==> config.mk <==
export PLATFORM = sky130hd
export DESIGN_NAME = divider_unsigned
export DESIGN_NICKNAME = d
export VERILOG_FILES = /design/src/rtl/alu_div_pkg.sv /design/src/rtl/divider_step.sv /design/src/rtl/divider_unsigned.sv
export SDC_FILE = /design/constraint.sdc
export NUM_CORES = 1
export LEC_CHECK = 0
export CAP_MARGIN = 0
export CORE_ASPECT_RATIO = 0.6
export CORE_MARGIN = 5
export CORE_UTILIZATION = 56
export CTS_BUF_LIST = sky130_fd_sc_hd__clkbuf_16
export DETAILED_ROUTE_END_ITERATION = 8
export PLACE_DENSITY = 0.92
export SYNTH_ARGS = -nofsm -noshare
export SYNTH_HDL_FRONTEND = slang
export SYNTH_HIERARCHICAL = 1
export SYNTH_SLANG_ARGS = --single-unit
==> constraint.sdc <==
create_clock -name clk -period 6.3 [get_ports clk]
set_clock_uncertainty 0.1 [all_clocks]
set_input_delay 1.26 -clock clk [delete_from_list [all_inputs] [get_ports clk]]
set_output_delay 1.26 -clock clk [all_outputs]
set_load 0.1 [all_outputs]
==> src/rtl/alu_div_pkg.sv <==
// Shared definitions for the unsigned divider: FSM states, counter sizing
// and the quotient returned on a divide by zero.
package alu_div_pkg;

    typedef enum logic [1:0] {
        IDLE = 2'd0,
        CALC = 2'd1,
        DONE = 2'd2
    } div_state_e;

    localparam int DIV_WIDTH_DEFAULT = 24;
    localparam int DIV_WIDTH_MAX     = 64;

    // Sliced down to the instance width by the divider.
    localparam logic [DIV_WIDTH_MAX-1:0] DIV0_QUOT = '1;

    function automatic int div_cnt_width(input int width);
        return $clog2(width + 1);
    endfunction

endpackage

==> src/rtl/divider_step.sv <==
// One restoring-division step: shift in the next dividend bit, then
// subtract the divisor if it fits.
module divider_step #(
    parameter int WIDTH = 24
) (
    input  logic [WIDTH-1:0] rem,
    input  logic             dividend_msb,
    input  logic [WIDTH-1:0] divisor,
    output logic [WIDTH-1:0] next_rem,
    output logic             q_bit
);

    logic [WIDTH:0] p;
    logic [WIDTH:0] diff;

    // Full-width partial remainder keeps the WIDTH+1 bit compare exact even
    // when the divisor has its top bit set.  With rem < divisor on entry,
    // a borrow out of the subtract is exactly "p < divisor".
    always_comb begin
        p        = {rem, dividend_msb};
        diff     = p - {1'b0, divisor};
        q_bit    = ~diff[WIDTH];
        next_rem = q_bit ? diff[WIDTH-1:0] : p[WIDTH-1:0];
    end

endmodule

==> src/rtl/divider_unsigned.sv <==
// Sequential radix-2 restoring unsigned divider, one quotient bit per clock.
// Optional build macro DIVIDER_EARLY_OUT_EN: finish in one cycle when rs1 < rs2.
//
// state | meaning
// ------+---------------------------------------------------------------
// IDLE  | waiting for start
// CALC  | iterating (or one-cycle finish for divide-by-zero / early out)
// DONE  | valid pulse; start here begins the next operation immediately
module divider_unsigned
    import alu_div_pkg::*;
#(
    parameter int WIDTH = DIV_WIDTH_DEFAULT
) (
    input  logic             clk,
    input  logic             rst,
    input  logic [WIDTH-1:0] rs1,
    input  logic [WIDTH-1:0] rs2,
    input  logic             start,
    output logic [WIDTH-1:0] result,
    output logic [WIDTH-1:0] remainder,
    output logic             valid,
    output logic             busy,
    output logic             div_by_zero
);

    localparam int               CW         = div_cnt_width(WIDTH);
    localparam logic [CW-1:0]    LAST_STEP  = CW'(WIDTH - 1);
    localparam logic [WIDTH-1:0] QUOT_DIV0  = DIV0_QUOT[WIDTH-1:0];

    div_state_e       state;
    div_state_e       state_nxt;

    logic [WIDTH-1:0] dvd;
    logic [WIDTH-1:0] dvs;
    logic [WIDTH-1:0] rem;
    logic [WIDTH-1:0] quo;
    logic [CW-1:0]    count;
    logic             dz_q;
    logic             early_q;
    logic             early_det;
    logic [WIDTH-1:0] result_q;
    logic [WIDTH-1:0] remainder_q;

    logic [WIDTH-1:0] step_rem;
    logic             step_q;
    logic             accept;
    logic             short_op;
    logic             finish_calc;

    divider_step #(.WIDTH(WIDTH)) u_step (
        .rem          (rem),
        .dividend_msb (dvd[WIDTH-1]),
        .divisor      (dvs),
        .next_rem     (step_rem),
        .q_bit        (step_q)
    );

`ifdef DIVIDER_EARLY_OUT_EN
    assign early_det = (rs2 != '0) && (rs1 < rs2);
`else
    assign early_det = 1'b0;
`endif

    assign accept      = start && (state != CALC);
    assign short_op    = dz_q || early_q;
    assign finish_calc = (state == CALC) && (short_op || (count == LAST_STEP));

    always_ff @(posedge clk or posedge rst) begin
        if (rst) begin
            state <= IDLE;
        end else begin
            state <= state_nxt;
        end
    end

    always_comb begin
        state_nxt = state;
        case (state)
            IDLE, DONE: state_nxt = start ? CALC : IDLE;
            CALC:       if (finish_calc) state_nxt = DONE;
            default:    state_nxt = IDLE;
        endcase
    end

    always_comb begin
        busy        = 1'b0;
        valid       = 1'b0;
        div_by_zero = 1'b0;
        case (state)
            CALC: busy = 1'b1;
            DONE: begin
                valid       = 1'b1;
                div_by_zero = dz_q;
            end
            default: ;
        endcase
    end

    // Datapath: operands are captured only on an accepted start, so start
    // held high through CALC cannot disturb an operation in flight.
    always_ff @(posedge clk or posedge rst) begin
        if (rst) begin
            dvd         <= '0;
            dvs         <= '0;
            rem         <= '0;
            quo         <= '0;
            count       <= '0;
            dz_q        <= 1'b0;
            early_q     <= 1'b0;
            result_q    <= '0;
            remainder_q <= '0;
        end else if (accept) begin
            dvd     <= rs1;
            dvs     <= rs2;
            rem     <= '0;
            quo     <= '0;
            count   <= '0;
            dz_q    <= (rs2 == '0);
            early_q <= early_det;
        end else if (state == CALC) begin
            if (dz_q) begin
                result_q    <= QUOT_DIV0;
                remainder_q <= dvd;
            end else if (early_q) begin
                result_q    <= '0;
                remainder_q <= dvd;
            end else begin
                rem   <= step_rem;
                dvd   <= {dvd[WIDTH-2:0], 1'b0};
                quo   <= {quo[WIDTH-2:0], step_q};
                count <= count + CW'(1);
                if (count == LAST_STEP) begin
                    result_q    <= {quo[WIDTH-2:0], step_q};
                    remainder_q <= step_rem;
                end
            end
        end
    end

    assign result    = result_q;
    assign remainder = remainder_q;

endmodule

==> results of run 1 <==
==> sequential cells by signal, summed over array words and instances, names as in the netlist <==
signal     flops
dvd           24
count          5
dvs           24
dz_q           1
rem           24
state          2
result        24
remainder     24
quo           23
==> through the flow <==
stage | hold WS, ns | setup slack [ns] | std cells | cell area [um2] | utilization, %
global route | 0.420 | 1.76 | 967 | 9700 | 70.6
global placement | 0.377 | 2.15 | 935 | 9050 | 65.8
floorplan | 0.361 | 0.875 | 672 | 7920 | -
detailed placement | 0.396 | 2.03 | 935 | 9050 | 65.8
finish | 0.408 | 1.85 | 967 | 9700 | 70.6
CTS | 0.412 | 1.94 | 967 | 9700 | 70.6
==> final timing paths <==
kind | start | endpoint | slack (ns) | cells after the start
max | dvd[23] | remainder[3] | 1.85 | 13
min | result[23] | result[23] | 0.41 | 1
max reg2reg | dvd[23] | remainder[3] | 1.85 | 13
min reg2reg | result[23] | result[23] | 0.41 | 1
max in group asynchronous | rst | remainder[18] | 3.62 | 3
min in group asynchronous | rst | remainder[3] | 1.34 | 2
==> layout by cell type (no fill, tap or decap), types with 10 or more instances in the layout <==
cell type,count
a21oi_1,21
nor2_1,14
xnor2_1,10
mux2_2,78
clkbuf_16,17
nand2_1,12
o22a_1,24
nand3_1,34
mux2_4,18
inv_1,35
ha_1,25
clkdlybuf4s50_1,101
o21ai_0,38
a22o_1,49
dfrtp_1,151
mux2i_1,26
==> cell type report <==
| class | instances | area [um2] |
|---|---|---|
| flip-flops and latches | 151 | 3780 |
| well taps | 192 | 240 |
| clock inverters | 15 | 228 |
| inverters | 36 | 140 |
| multi-input cells | 446 | 3810 |
| clock buffers | 17 | 425 |
| fillers | 899 | 4050 |
| repair buffers | 110 | 1080 |
==> cell families after synthesis <==
family / count (synthesis)
DFF: 151
xor gates and xnor gates: 17
AOI/OAI and AO/OA: 175
buffers and inverters: 75
muxes: 122
adders and majority gates: 26
and+or+nand+nor: 106
==> metal layers <==
metal	global-route usage, %	vias to the layer above
li1	-	2669
met2	41.5	349
met5	0	-
met3	6.37	60
met4	7.54	0
met1	35.0	3112
==> worst max-delay path, delay by kind of cell, from the launching register on <==
family,cells,cell delay (ns)
DFF,1,0.39
buffers and inverters,2,0.14
and+or+nand+nor,1,0.24
xor gates and xnor gates,1,1.03
muxes,3,0.98
AOI/OAI and AO/OA,4,0.82
adders and majority gates,2,0.60
==> impl_metrics.csv, run 1 <==
group,metric,value,unit
synth,yosysWarnings,6,
route,routed-wl-met3,1830,um
timing,maxSlewHeadroom,15.8,%
timing,fin_crit,4.45,ns
synth,ys_ff_latch,151,
synth,netlist.area_leader.share,47.7,%
worst_setup_path,cp-start-kind,"flip-flop",
timing,setup_violations,0,
synth,syn_nets,749,
cts,clk_latency,0.43,ns
timing,slew_violations,0,
worst_setup_path,timing.critical_path.mode_cell,"mux2_2",
cts,cts.sinks,151,
synth,synth-simple-area-share,7.33,%
synth,synth_top_family_by_area,"multiplexers",
route,dr.pass1.iters,6,
floorplan,rows,33,
timing,rsz0062_at_grt,"false",
synth,synth_xor_xnor_area_share,2.12,%
worst_setup_path,end_kind,"flip-flop",
cts,hold_buffers,0,
route,route.met2.wl,9570,um
placed_design,place_hpwl,14000,um
layout,drive_above_1_share,20.4,%
synth,synth-compound-area-share,16.4,%
timing,max_freq,0.225,GHz
route,dr_total_vias,6190,
grt,grt_max_degree,110,
synth,synth-adder-area-share,4.20,%
placed_design,portBuffers,101,
grt,grt_overflow,0,
synth,synth.avg_cell_area,11.8,um2
synth,synthesis.area,7920,um2
floorplan,ios,102,
synth,syn_inst,672,
timing,fin_crit_sh,70.6,%
worst_setup_path,path_max_fanout,25,
route,drt-total-wl,20900,um
timing,hold_viol,0,
status,outcome,"finished clean",
cts,clk_pin_slew,0.06,ns
worst_setup_path,max_stage_delay,1.03,ns
cts,cts_buffer_depth,2,
synth,ys.flop_type,"dfrtp_1",
route,wl_per_cell,21.6,um
timing,timing.setup.tns,0,ns
synth,synthDistinctLibCells,63,
worst_setup_path,required,6.50,ns
synth,synth_common_cells,"151 x dfrtp_1, 78 x mux2_2, 49 x a22o_1, 38 x o21ai_0, 36 x inv_1",
worst_setup_path,arrival,4.65,ns
grt,track_usage,25.7,%
synth,synth.largest_area_cell,"dfrtp_1",
layout,synthToLayoutAreaGrowth,22.4,%
floorplan,core_area,13700,um2
floorplan,die-area,16700,um2
synth,async_flop_share,100,%
route,ant_nets,0,
floorplan,start_util,57.6,%
route,drt_drc_violations_left,0,
cts,cts_tree,"built",
route,viasPerCell,6.40,
cts,post_cts_buffers,0,
floorplan,die_width,164,um
grt,grt_pass1_wl,33800,um
route,drt_iter0_drc,650,
job,cap_violations,0,
worst_setup_path,cpMaxStageDelayCell,"xor2_4",
synth,post-synth-top-count-cell,"dfrtp_1",
worst_setup_path,crit_chain,"inv_1, ha_1, inv_1, fa_1, a211oi_1, o21bai_1, o211ai_2, and3_4, o311ai_4, xor2_4, mux2_2, mux2_2, mux2_2",
floorplan,die_h,102,um
synth,synth_seq_area_share,47.7,%
placed_design,gp_congestion,0.950,
cts,cts_max_level,4,
timing,worst-slew-pin-transition,1.26,ns
layout,n_antenna_cell,0,
cts,cts-resized-gates,0,
layout,nNetsFinal,839,
min_path,hold_class,"reg2reg",
synth,synthTopCellsByArea,"dfrtp_1 48%, mux2_2 11%, a22o_1 5.4%, ha_1 3.9%, mux2_4 3.4%",
route,drt-met1-wl,9030,um
synth,synth_edf_count,0,
worst_setup_path,criticalPathCategory,"reg2reg",
synth,synth.area.mux_share,17.8,%
grt,antenna_found_initial,0,
grt,grt_pass1_vias,6353,
cts,cts_buffers,17,
route,highest_layer,"met4",
cts,ctsRootBufferMaster,"clkbuf_16",
Power of run 1 is left out: the tool's default activity adds up to more than one toggle a clock period on the data nets, which glitch-free logic cannot reach.
==> run 2: changes to the inputs <==
==> constraint.sdc (replaced) <==
create_clock -name clk -period 4.6 [get_ports clk]
set_clock_uncertainty 0.1 [all_clocks]
set_input_delay 0.92 -clock clk [delete_from_list [all_inputs] [get_ports clk]]
set_output_delay 0.92 -clock clk [all_outputs]
set_load 0.1 [all_outputs]
==> run 2 against run 1 <==
Net effect:
- core utilization barely moved
- global-route usage increased by 1.1 points
- count of clock-buffer cells in the layout did not move
- critical path depth increased by 1
- maximum frequency rose by 8.6%
- register-to-register slack worse by 1.3 ns
- critical path type unchanged
- critical endpoint is now remainder[18]
==> impl_metrics.csv, run 2 (synthesis results as in run 1) <==
group,metric,value,unit
timing,rsz0062_at_grt,"false",
placed_design,gp_congestion,0.959,
floorplan,rows,33,
route,drt_drc_violations_left,0,
route,dr.pass1.iters,6,
worst_setup_path,reg2reg_slack,0.50,ns
timing,slew_violations,0,
floorplan,die_width,164,um
route,routed-wl-met3,1500,um
worst_setup_path,r2r-end,"remainder[18]",
status,outcome,"finished clean",
route,highest_layer,"met4",
worst_setup_path,end_kind,"flip-flop",
layout,nNetsFinal,843,
grt,track_usage,26.8,%
floorplan,start_util,57.6,%
timing,hold_viol,0,
job,cap_violations,0,
layout,fillers,923,
worst_setup_path,required,4.81,ns
min_path,hold_path_depth,1,
grt,grt_max_degree,67,
grt,grt_pass1_wl,35000,um
worst_setup_path,path_max_fanout,11,
min_path,hold_path_end,"quo[22]",
timing,maxSlewHeadroom,30.0,%
floorplan,die-area,16700,um2
timing,fin_crit,4.10,ns
min_path,hold_class,"reg2reg",
worst_setup_path,timing.rr.start,"dvd[23]",
grt,grt_overflow,0,
route,dr_total_vias,6202,
grt,grt_pass1_vias,6527,
route,wl_per_cell,22.2,um
floorplan,core_area,13700,um2
cts,ctsRootBufferMaster,"clkbuf_16",
layout,n_antenna_cell,0,
cts,cts.sinks,151,
min_path,hold_start,"quo[22]",
route,drt-met1-wl,9260,um
route,drt_iter0_drc,809,
timing,fin_crit_sh,89.0,%
worst_setup_path,criticalPathCategory,"reg2reg",
route,viasPerCell,6.39,
layout,multi_input_area,3810,um2
cts,cts_buffers,17,
cts,clk_pin_slew,0.06,ns
floorplan,die_h,102,um
timing,timing.setup.tns,0,ns
route,ant_nets,0,
timing,setup_violations,0,
worst_setup_path,arrival,4.30,ns
cts,cts-resized-gates,0,
layout,final_cell_mix,"151 x dfrtp_1, 99 x clkdlybuf4s50_1, 78 x mux2_2",
floorplan,ios,102,
cts,cts_max_level,4,
cts,cts_buffer_depth,2,
placed_design,place_hpwl,14800,um
placed_design,portBuffers,101,
layout,drive_above_1_share,20.9,%
layout,regArea,3780,um2
cts,post_cts_buffers,0,
worst_setup_path,reg2reg_depth,14,
cts,clk_latency,0.43,ns
layout,final_common_cell,"dfrtp_1",
timing,max_freq,0.244,GHz
grt,antenna_found_initial,0,
timing,worst-slew-pin-transition,1.05,ns
route,route.met2.wl,10200,um
cts,cts_tree,"built",
worst_setup_path,cp-start-kind,"flip-flop",
route,drt-total-wl,21500,um
cts,hold_buffers,0,
layout,synthToLayoutAreaGrowth,22.3,%
run 2: cell count changes in the layout (fill, tap and decap cells not counted), sizes merged:
| cell | change |
|---|---|
| clkinv | +3 |
| clkdlybuf4s50 | -2 |
| bufinv | -3 |
| inv | -2 |
| buf | +6 |
| clkinvlp | +2 |
run 2: worst max-delay path by stage:
stage          cells after the start  slack (ns)      from            end
2_1_floorplan                      2        0.91  state[0]    div_by_zero
5_1_grt                           14        0.33   dvd[23]  remainder[18]
6_report                          14        0.50   dvd[23]  remainder[18]
3_3_place_gp                      14        0.81   dvd[23]  remainder[18]
3_5_place_dp                      14        0.69   dvd[23]  remainder[19]
4_1_cts                           14        0.56   dvd[23]  remainder[18]
run 2: cell type report:
cell class	count	share of cell area, %
flip-flops and latches	151	39.0
multi-input cells	446	39.3
repair buffers	114	11.8
well taps	192	2.48
clock buffers	17	4.39
inverters	36	1.43
clock inverters	15	1.65
run 2: per-layer routing:
| metal | global-route usage, % | vias to the layer above |
|---|---|---|
| li1 | - | 2675 |
| met2 | 43.4 | 343 |
| met1 | 36.4 | 3121 |
| met4 | 9.28 | 0 |
| met3 | 5.84 | 63 |
| met5 | 0 | - |
run 2: stage by stage:
step / area, um2 / instances / setup slack [ns] / utilization [%] / hold WS [ns]
after floorplan: 7930 / 672 / 0.907 / - / 0.361
after global placement: 9110 / 939 / 0.811 / 66.2 / 0.376
after detailed placement: 9110 / 939 / 0.689 / 66.2 / 0.387
after CTS: 9690 / 971 / 0.563 / 70.5 / 0.405
after global routing: 9690 / 971 / 0.331 / 70.5 / 0.416
final: 9690 / 971 / 0.505 / 70.5 / 0.406
run 2: worst max-delay path: stages, from the launching register on:
cell      delay (ns)
dfrtp_1         0.39
inv_1           0.09
ha_1            0.18
inv_1           0.07
fa_1            0.44
a211oi_1        0.29
o21bai_1        0.20
o211ai_2        0.21
and3_4          0.25
o311ai_4        0.16
xor2_4          0.49
buf_4           0.27
mux2_4          0.32
mux2_2          0.27
mux2_2          0.26
Power of run 2 is left out for the same reason.
==> run 3: changes to the inputs <==
--- a/config.mk
+++ b/config.mk
@@ -7,7 +7,6 @@
 export LEC_CHECK = 0
 export CAP_MARGIN = 0
 export CORE_ASPECT_RATIO = 0.6
-export CORE_MARGIN = 5
 export CORE_UTILIZATION = 56
 export CTS_BUF_LIST = sky130_fd_sc_hd__clkbuf_16
 export DETAILED_ROUTE_END_ITERATION = 8
==> run 3 against run 2 <==
Net effect:
- flip-flop and latch count unchanged
- via count shrank 2.0%
- first-iteration DRC count is 39% lower
- sequential share of layout area grew 0.086 points
- hold slack gained 0.0015 ns
- critical path depth did not move
- design area decreased by 0.22%
- non-clock buffer count decreased by 2
- global-route usage increased by 2.7 points
- wire length shrank 5.5%
- register-to-register slack improved by 0.17 ns
- count of clock-buffer cells in the layout did not move
- highest routed layer unchanged
==> impl_metrics.csv, run 3 (synthesis results as in run 1) <==
group,metric,value,unit
status,outcome,"finished clean",
worst_setup_path,crit_chain,"inv_1, ha_1, inv_1, fa_1, a211oi_1, o21bai_1, o211ai_2, and3_4, o311ai_4, xor2_4, buf_4, mux2_2, mux2_2, mux2_2",
worst_setup_path,end_kind,"flip-flop",
cts,post_cts_buffers,0,
worst_setup_path,cpMaxStageDelayCell,"buf_4",
floorplan,die-area,14600,um2
timing,slew_violations,0,
worst_setup_path,setup.worst_path.start,"dvd[23]",
worst_setup_path,cp-start-kind,"flip-flop",
grt,grt_overflow,0,
route,drt_drc_violations_left,0,
worst_setup_path,timing.rr.start,"dvd[23]",
route,dr.pass1.iters,5,
timing,fin_crit_sh,85.3,%
timing,max_freq,0.255,GHz
cts,cts_tree,"built",
grt,grt_pass1_vias,6162,
worst_setup_path,max_stage_delay,0.44,ns
worst_setup_path,timing.critical_path.mode_cell,"mux2_2",
timing,maxSlewHeadroom,26.9,%
layout,nNetsFinal,841,
floorplan,rows,33,
layout,fillers,907,
cts,cts.sinks,151,
route,ant_nets,0,
job,cap_violations,0,
timing,setup_violations,0,
placed_design,dpl-instance-area,9080,um2
placed_design,gp_congestion,0.891,
timing,worst-slew-pin-transition,1.09,ns
grt,track_usage,29.5,%
layout,postLayoutCellArea,9670,um2
floorplan,start_util,57.6,%
floorplan,ios,102,
grt,antenna_found_initial,0,
timing,hold_viol,0,
floorplan,core_area,13700,um2
cts,hold_buffers,0,
cts,ctsRootBufferMaster,"clkbuf_16",
placed_design,dp.cells,937,
layout,n_antenna_cell,0,
layout,synthToLayoutAreaGrowth,22.1,%
route,wl_per_cell,21.0,um
cts,clk_pin_slew,0.06,ns
worst_setup_path,path_max_fanout,23,
route,drt-total-wl,20300,um
layout,final_cell_mix,"151 x dfrtp_1, 99 x clkdlybuf4s50_1, 78 x mux2_2",
worst_setup_path,arrival,4.13,ns
grt,grt_pass1_wl,32700,um
worst_setup_path,criticalPathCategory,"reg2reg",
route,viasPerCell,6.27,
cts,cts_buffers,17,
layout,final_common_cell,"dfrtp_1",
timing,timing.setup.tns,0,ns
min_path,hold_class,"reg2reg",
placed_design,place_hpwl,13800,um
cts,cts_max_level,4,
layout,instances_no_fill,969,
cts,cts_buffer_depth,2,
route,drt_iter0_drc,496,
timing,fin_crit,3.93,ns
floorplan,die_h,94.1,um
timing,rsz0062_at_grt,"false",
worst_setup_path,crit_family,"multiplexers",
placed_design,portBuffers,101,
grt,grt_max_degree,71,
cts,cts-resized-gates,0,
worst_setup_path,critical_path_buf_inv_count,3,
min_path,hold_start,"result[17]",
route,dr_total_vias,6076,
cts,clk_latency,0.43,ns
floorplan,die_width,156,um
worst_setup_path,required,4.81,ns
layout,drive_above_1_share,20.6,%
worst_setup_path,reg2reg_slack,0.67,ns
==> run 3: layout make-up <==
class	count	area, um2	share of cell area, %
well taps	192	240	2.48
repair buffers	112	1110	11.5
clock inverters	15	166	1.72
inverters	36	139	1.44
multi-input cells	446	3810	39.4
clock buffers	17	425	4.40
flip-flops and latches	151	3780	39.1
==> run 3: worst register-to-register path: cells and delay by family (launching register included) <==
family | cells | cell delay, ns
compound gates | 4 | 0.76
xor+xnor | 1 | 0.20
fa+ha+maj | 2 | 0.60
buf+inv | 3 | 0.58
flops | 1 | 0.39
mux | 3 | 0.95
simple gates | 1 | 0.24
==> run 3: final timing paths <==
kind,end,cells after the start
min in group asynchronous,quo[19],2
worst max-delay path,remainder[23],14
worst min-delay path,result[17],1
worst min register to register,result[17],1
worst max register to register,remainder[23],14
max in group asynchronous,rem[8],3
==> run 3: metrics by stage <==
stage               setup WS, ns  utilization, %  hold WS, ns
floorplan                  0.907               -        0.361
global placement           0.852            66.0        0.375
detailed placement         0.754            66.0        0.386
CTS                        0.702            70.4        0.411
global route               0.462            70.4        0.418
finish                     0.674            70.4        0.408
==> run 3: routing by layer <==
layer	share of wire [%]	GRT usage [%]
met1	45	40.8
met2	46	46.2
met3	7.7	7.33
met4	1.6	8.50
met5	0	0
Power of run 3 is left out for the same reason.
